**config.mk**
```make
export PLATFORM = sky130hd
export DESIGN_NAME = input_unit
export DESIGN_NICKNAME = d
export VERILOG_FILES = /design/src/rtl/input_unit.sv
export SDC_FILE = /design/constraint.sdc
export NUM_CORES = 1
export LEC_CHECK = 0
export BUFFER_PORTS_ARGS = -buffer_cell sky130_fd_sc_hd__buf_4
export CAP_MARGIN = 20
export CORE_ASPECT_RATIO = 1.75
export CORE_MARGIN = 2
export CORE_UTILIZATION = 50
export CTS_CLUSTER_SIZE = 14
export DETAILED_ROUTE_END_ITERATION = 7
export GPL_ROUTABILITY_DRIVEN = 0
export PLACE_DENSITY_LB_ADDON = 0.08
export SYNTH_ARGS = -nofsm -noshare
export SYNTH_HDL_FRONTEND = slang
export SYNTH_SLANG_ARGS = --single-unit
```
**constraint.sdc**
```tcl
create_clock -name CLK -period 3.4 [get_ports CLK]
set_clock_uncertainty 0.1 [all_clocks]
set_input_delay 0.17 -clock CLK [delete_from_list [all_inputs] [get_ports CLK]]
set_output_delay 0.17 -clock CLK [all_outputs]
set_load 0.01 [all_outputs]
```
**src/rtl/input_unit.sv**
```systemverilog
// Calculator keypad front end: edge-detected keys build a signed decimal entry, committed as 8-bit two's complement.
// Optional macro INPUT_UNIT_AUTOLOAD_EN: the digit that fills the entry also triggers the load range check.
module input_unit #(
    parameter int MAX_DIGITS = 3
) (
    input  logic       CLK,
    input  logic       RESET,
    input  logic [3:0] DIGIT,
    input  logic       KEY_ENTER,
    input  logic       KEY_NEG,
    input  logic       KEY_LOAD,
    input  logic       KEY_CLEAR,
    output logic [7:0] TC,
    output logic       VALID,
    output logic       ERR,
    output logic [9:0] MAG,
    output logic       NEG,
    output logic [1:0] DIGIT_CNT,
    output logic [1:0] STATE_DBG
);

    typedef enum logic [1:0] {
        S_IDLE    = 2'd0,
        S_ENTRY   = 2'd1,
        S_CONVERT = 2'd2,
        S_ERROR   = 2'd3
    } state_t;

    localparam logic [1:0] MAX_CNT = 2'(MAX_DIGITS);

    state_t     state_q, state_d;
    logic [7:0] tc_q, tc_d;
    logic       valid_q, valid_d;
    logic [9:0] mag_q, mag_d;
    logic       neg_q, neg_d;
    logic [1:0] cnt_q, cnt_d;
    logic       enter_prev_q, neg_prev_q, load_prev_q, clear_prev_q;

    logic       e_enter, e_neg, e_load, e_clear;
    logic       digit_ok;
    logic [9:0] mag_next;

    // A negative entry may reach one further than a positive one (-128).
    function automatic logic in_range(input logic [9:0] m, input logic n);
        return n ? (m <= 10'd128) : (m <= 10'd127);
    endfunction

    assign e_enter  = KEY_ENTER & ~enter_prev_q;
    assign e_neg    = KEY_NEG & ~neg_prev_q;
    assign e_load   = KEY_LOAD & ~load_prev_q;
    assign e_clear  = KEY_CLEAR & ~clear_prev_q;
    assign digit_ok = (DIGIT <= 4'd9);
    assign mag_next = (mag_q << 3) + (mag_q << 1) + {6'd0, DIGIT};

    always_comb begin
        state_d = state_q;
        tc_d    = tc_q;
        valid_d = 1'b0;
        mag_d   = mag_q;
        neg_d   = neg_q;
        cnt_d   = cnt_q;
        case (state_q)
            S_IDLE: begin
                if (e_clear) begin
                    mag_d = '0;
                    neg_d = 1'b0;
                    cnt_d = '0;
                end else if (e_load) begin
                    state_d = S_CONVERT;
                end else if (e_enter) begin
                    if (digit_ok) begin
                        mag_d   = {6'd0, DIGIT};
                        cnt_d   = 2'd1;
                        state_d = S_ENTRY;
                    end else begin
                        state_d = S_ERROR;
                    end
                end else if (e_neg) begin
                    neg_d   = ~neg_q;
                    state_d = S_ENTRY;
                end
            end
            S_ENTRY: begin
                if (e_clear) begin
                    mag_d   = '0;
                    neg_d   = 1'b0;
                    cnt_d   = '0;
                    state_d = S_IDLE;
                end else if (e_load) begin
                    state_d = in_range(mag_q, neg_q) ? S_CONVERT : S_ERROR;
                end else if (e_enter) begin
                    // A full entry swallows further digits, even illegal ones.
                    if (cnt_q < MAX_CNT) begin
                        if (digit_ok) begin
                            mag_d = mag_next;
                            cnt_d = cnt_q + 2'd1;
`ifdef INPUT_UNIT_AUTOLOAD_EN
                            if (cnt_q + 2'd1 == MAX_CNT)
                                state_d = in_range(mag_next, neg_q) ? S_CONVERT : S_ERROR;
`endif
                        end else begin
                            state_d = S_ERROR;
                        end
                    end
                end else if (e_neg) begin
                    neg_d = ~neg_q;
                end
            end
            S_CONVERT: begin
                tc_d    = neg_q ? (~mag_q[7:0] + 8'd1) : mag_q[7:0];
                valid_d = 1'b1;
                mag_d   = '0;
                neg_d   = 1'b0;
                cnt_d   = '0;
                state_d = S_IDLE;
            end
            S_ERROR: begin
                if (e_clear) begin
                    mag_d   = '0;
                    neg_d   = 1'b0;
                    cnt_d   = '0;
                    state_d = S_IDLE;
                end
            end
            default: state_d = S_IDLE;
        endcase
    end

    always_ff @(posedge CLK or posedge RESET) begin
        if (RESET) begin
            state_q      <= S_IDLE;
            tc_q         <= '0;
            valid_q      <= 1'b0;
            mag_q        <= '0;
            neg_q        <= 1'b0;
            cnt_q        <= '0;
            enter_prev_q <= 1'b0;
            neg_prev_q   <= 1'b0;
            load_prev_q  <= 1'b0;
            clear_prev_q <= 1'b0;
        end else begin
            state_q      <= state_d;
            tc_q         <= tc_d;
            valid_q      <= valid_d;
            mag_q        <= mag_d;
            neg_q        <= neg_d;
            cnt_q        <= cnt_d;
            enter_prev_q <= KEY_ENTER;
            neg_prev_q   <= KEY_NEG;
            load_prev_q  <= KEY_LOAD;
            clear_prev_q <= KEY_CLEAR;
        end
    end

    assign TC        = tc_q;
    assign VALID     = valid_q;
    assign ERR       = (state_q == S_ERROR);
    assign MAG       = mag_q;
    assign NEG       = neg_q;
    assign DIGIT_CNT = cnt_q;
    assign STATE_DBG = state_q;

endmodule

```
==> reports/results.tsv <==
metric	value	unit
outcome	finished, final reports clean	
drtAntennaViolNets	0	
wl_per_cell	15.0	um
syn_avg_cell_area	9.44	um^2
ys.flop_type	dfrtp_1	
port_buffers	34	
cp_slowest_cell	fa_1	
fin_crit_sh	0.742	
synthDistinctLibCells	42	
clkLatencyLatePin	0.28	ns
die_y	82.4	um
cts_max_path_buffers	2	
placed_area	2040	um^2
layout_common_cells	35 x buf_4, 28 x dfrtp_1, 26 x nand2_1	
cts.sinks	28	
synth_edf_count	0	
drive_above_1_share	0.218	
cts_buffers	3	
holdWs	0.0257	ns
grtUsageTotal	0.220	
vdd_drop_max	520	uV
hold_viol	0	
worstPathRequired	3.49	ns
nets	254	
first_pass_iters	4	
core-area	3360	um^2
drc	0	
setup_tns	0	ns
worstRegToRegCells	9	
r2r_setup_slack	0.88	ns
critPathKind	register to register	
setup_viol	0	
synth_nets	214	
syn_inst	186	
period_minus_slack	2.52	ns
crit_top_cell	inv_1	
grt_first_pass_wirelength	6.67	mm
routed_wl	4.05	mm
hold_path_end	MAG[0]	
ys_ff_latch	28	
p_seq_frac	0.333	
num_vias	1482	
combPwrFrac	0.512	
cts_tree	done	
rsz0062_at_grt	no	
pwr-share-clk	0.154	
cp_cell_sequence	inv_1 -> fa_1 -> inv_1 -> ha_1 -> a21o_1 -> o21ai_0 -> nand2_1 -> xnor2_1 -> o31ai_1	
hold_depth	3	
final_common_cell	buf_4	
clock-root-buffer	clkbuf_8	
synth_seq_area_share	0.399	
yosysWarnings	0	
worstMarginPinSlew	0.630	ns
switching_share	0.425	
die_x	48.8	um
start_kind	register	
postCtsResizedCells	0	
dp_hpwl	3.20	mm
maxCapViolations	0	
drt-vias-per-instance	5.49	
dieArea	4020	um^2
min_from	DIGIT[0]	
holdCritPathClass	input port to register	
syn2layout_area_growth	24.7	%
crit_path_max_incr_delay	0.55	ns
clk_pin_slew_worst_paths	0.10	ns
pin_count	35	
dr.first_iter.drc_count	38	
p_int	1.01	mW
synthArstFlopShare	1.00	
fin_area	2190	um^2
clock.fmax	396	MHz
grt_pass1_vias	1475	
crit_fanout	8	
insertedDiodeCount	0	
fillCellCount	325	
syn-cell-area	1760	um^2
rows	28	
grt.overflow.total	0	
cp.arrival	2.62	ns
start_util	0.522	
timing.rr.start	MAG[2]	
p_per_area	801	nW/um^2
timing.rr.end	MAG[7]	
grt_max_degree	29	
p_leak	1.07	nW
drv_slew	0	
h-tree-depth	1	
critPathCaptureType	register	
antenna_found_initial	0	
power_switching	744	uW
slew_headroom	0.579	
[critical path: cells and delay by family, from the launching register on]
family / cells / cell delay, ns
AO/OA/AOI/OAI: 3 / 0.61
XOR/XNOR: 1 / 0.13
adder cells (fa/ha/maj): 2 / 0.83
buffers and inverters: 2 / 0.15
flip-flops: 1 / 0.51
AND/OR/NAND/NOR: 1 / 0.10
[area by class of cell]
cell class                      instances  area (um^2)  area share
Clock buffer                            3         41.3      0.0189
Inverter                               12         45.0      0.0206
Tap cell                               45         56.3      0.0257
Clock inverter                          1         30.0      0.0137
Sequential cell                        28          701       0.320
Timing Repair Buffer                   41          340       0.156
Multi-Input combinational cell        140          975       0.445
[per-layer routing]
metal,GRT usage,vias to the layer above,routed length [um]
met5,0,-,0
met4,0.137,0,157
met3,0.0216,13,145
met2,0.448,45,2320
met1,0.208,700,1440
li1,-,724,-
[power groups by stage]
stage / registers (mW) / logic [mW] / clock network, mW
detailed placement: 0.592 / 0.894 / 0
finish: 0.584 / 0.898 / 0.271
global route: 0.605 / 1.02 / 0.287
floorplan: 0.580 / 0.574 / 0
global placement: 0.584 / 0.871 / 0
CTS: 0.585 / 0.904 / 0.277
[sequential cells by signal, indices dropped and copies added, names as in the netlist]
signal and count:
DIGIT_CNT 2, STATE_DBG 2, VALID 1, neg_prev_q 1, MAG 10, load_prev_q 1
clear_prev_q 1, enter_prev_q 1, NEG 1, TC 8
[cell usage after synthesis (2+ instances only)]
cell type   n  area share
nor2_1     16       0.034
o21a_1      2      0.0086
nor3_1      4       0.011
ha_1       16        0.11
clkbuf_1    3      0.0064
xor2_1      7       0.035
a21oi_1    10       0.029
fa_1        2       0.023
nand3_1     2      0.0057
o21ai_0     8       0.023
inv_1      10       0.021
mux2_2      2       0.013
a221o_1     2       0.011
dfrtp_1    28        0.40
o21ai_1     9       0.026
o31ai_1     4       0.017
inv_2       2      0.0043
nor2b_1     5       0.018
xnor2_1     6       0.030
nand2_1    26       0.056
[worst max path at each step]
stage,startpoint,to,cells after the start
2_1_floorplan,MAG[0],MAG[9],9
3_3_place_gp,MAG[2],MAG[9],9
3_5_place_dp,MAG[2],MAG[7],9
4_1_cts,MAG[2],MAG[7],9
5_1_grt,MAG[2],MAG[7],9
6_report,MAG[2],MAG[7],9
[stage by stage]
| step | setup WS, ns | instances | util | power, mW |
|---|---|---|---|---|
| after CTS | 0.892 | 268 | 0.640 | 1.77 |
| after floorplan | 1.05 | 186 | - | 1.15 |
| after global placement | 1.01 | 260 | 0.606 | 1.46 |
| after global routing | 0.658 | 270 | 0.651 | 1.91 |
| after detailed placement | 0.913 | 260 | 0.606 | 1.49 |
| final | 0.876 | 270 | 0.651 | 1.75 |
[repair_timing]
action,in CTS,in global routing
hold buffers,4,1
endpoints found under the hold margin,4,7
endpoints found under the setup margin,0,0
setup buffers,0,0
[kinds of logic (layout without fill, tap and decap cells)]
| kind of cell | Yosys count | count (layout) | synth area share |
|---|---|---|---|
| adder cells (fa/ha/maj) | 18 | 18 | 0.137 |
| AO/OA/AOI/OAI | 45 | 45 | 0.180 |
| multiplexers | 3 | 3 | 0.0185 |
| AND/OR/NAND/NOR | 61 | 61 | 0.155 |
| flip-flops | 28 | 28 | 0.399 |
| XOR/XNOR | 13 | 13 | 0.0649 |
| buffers and inverters | 18 | 57 | 0.0456 |
No activity file was read; power rests on OpenSTA's default activity.
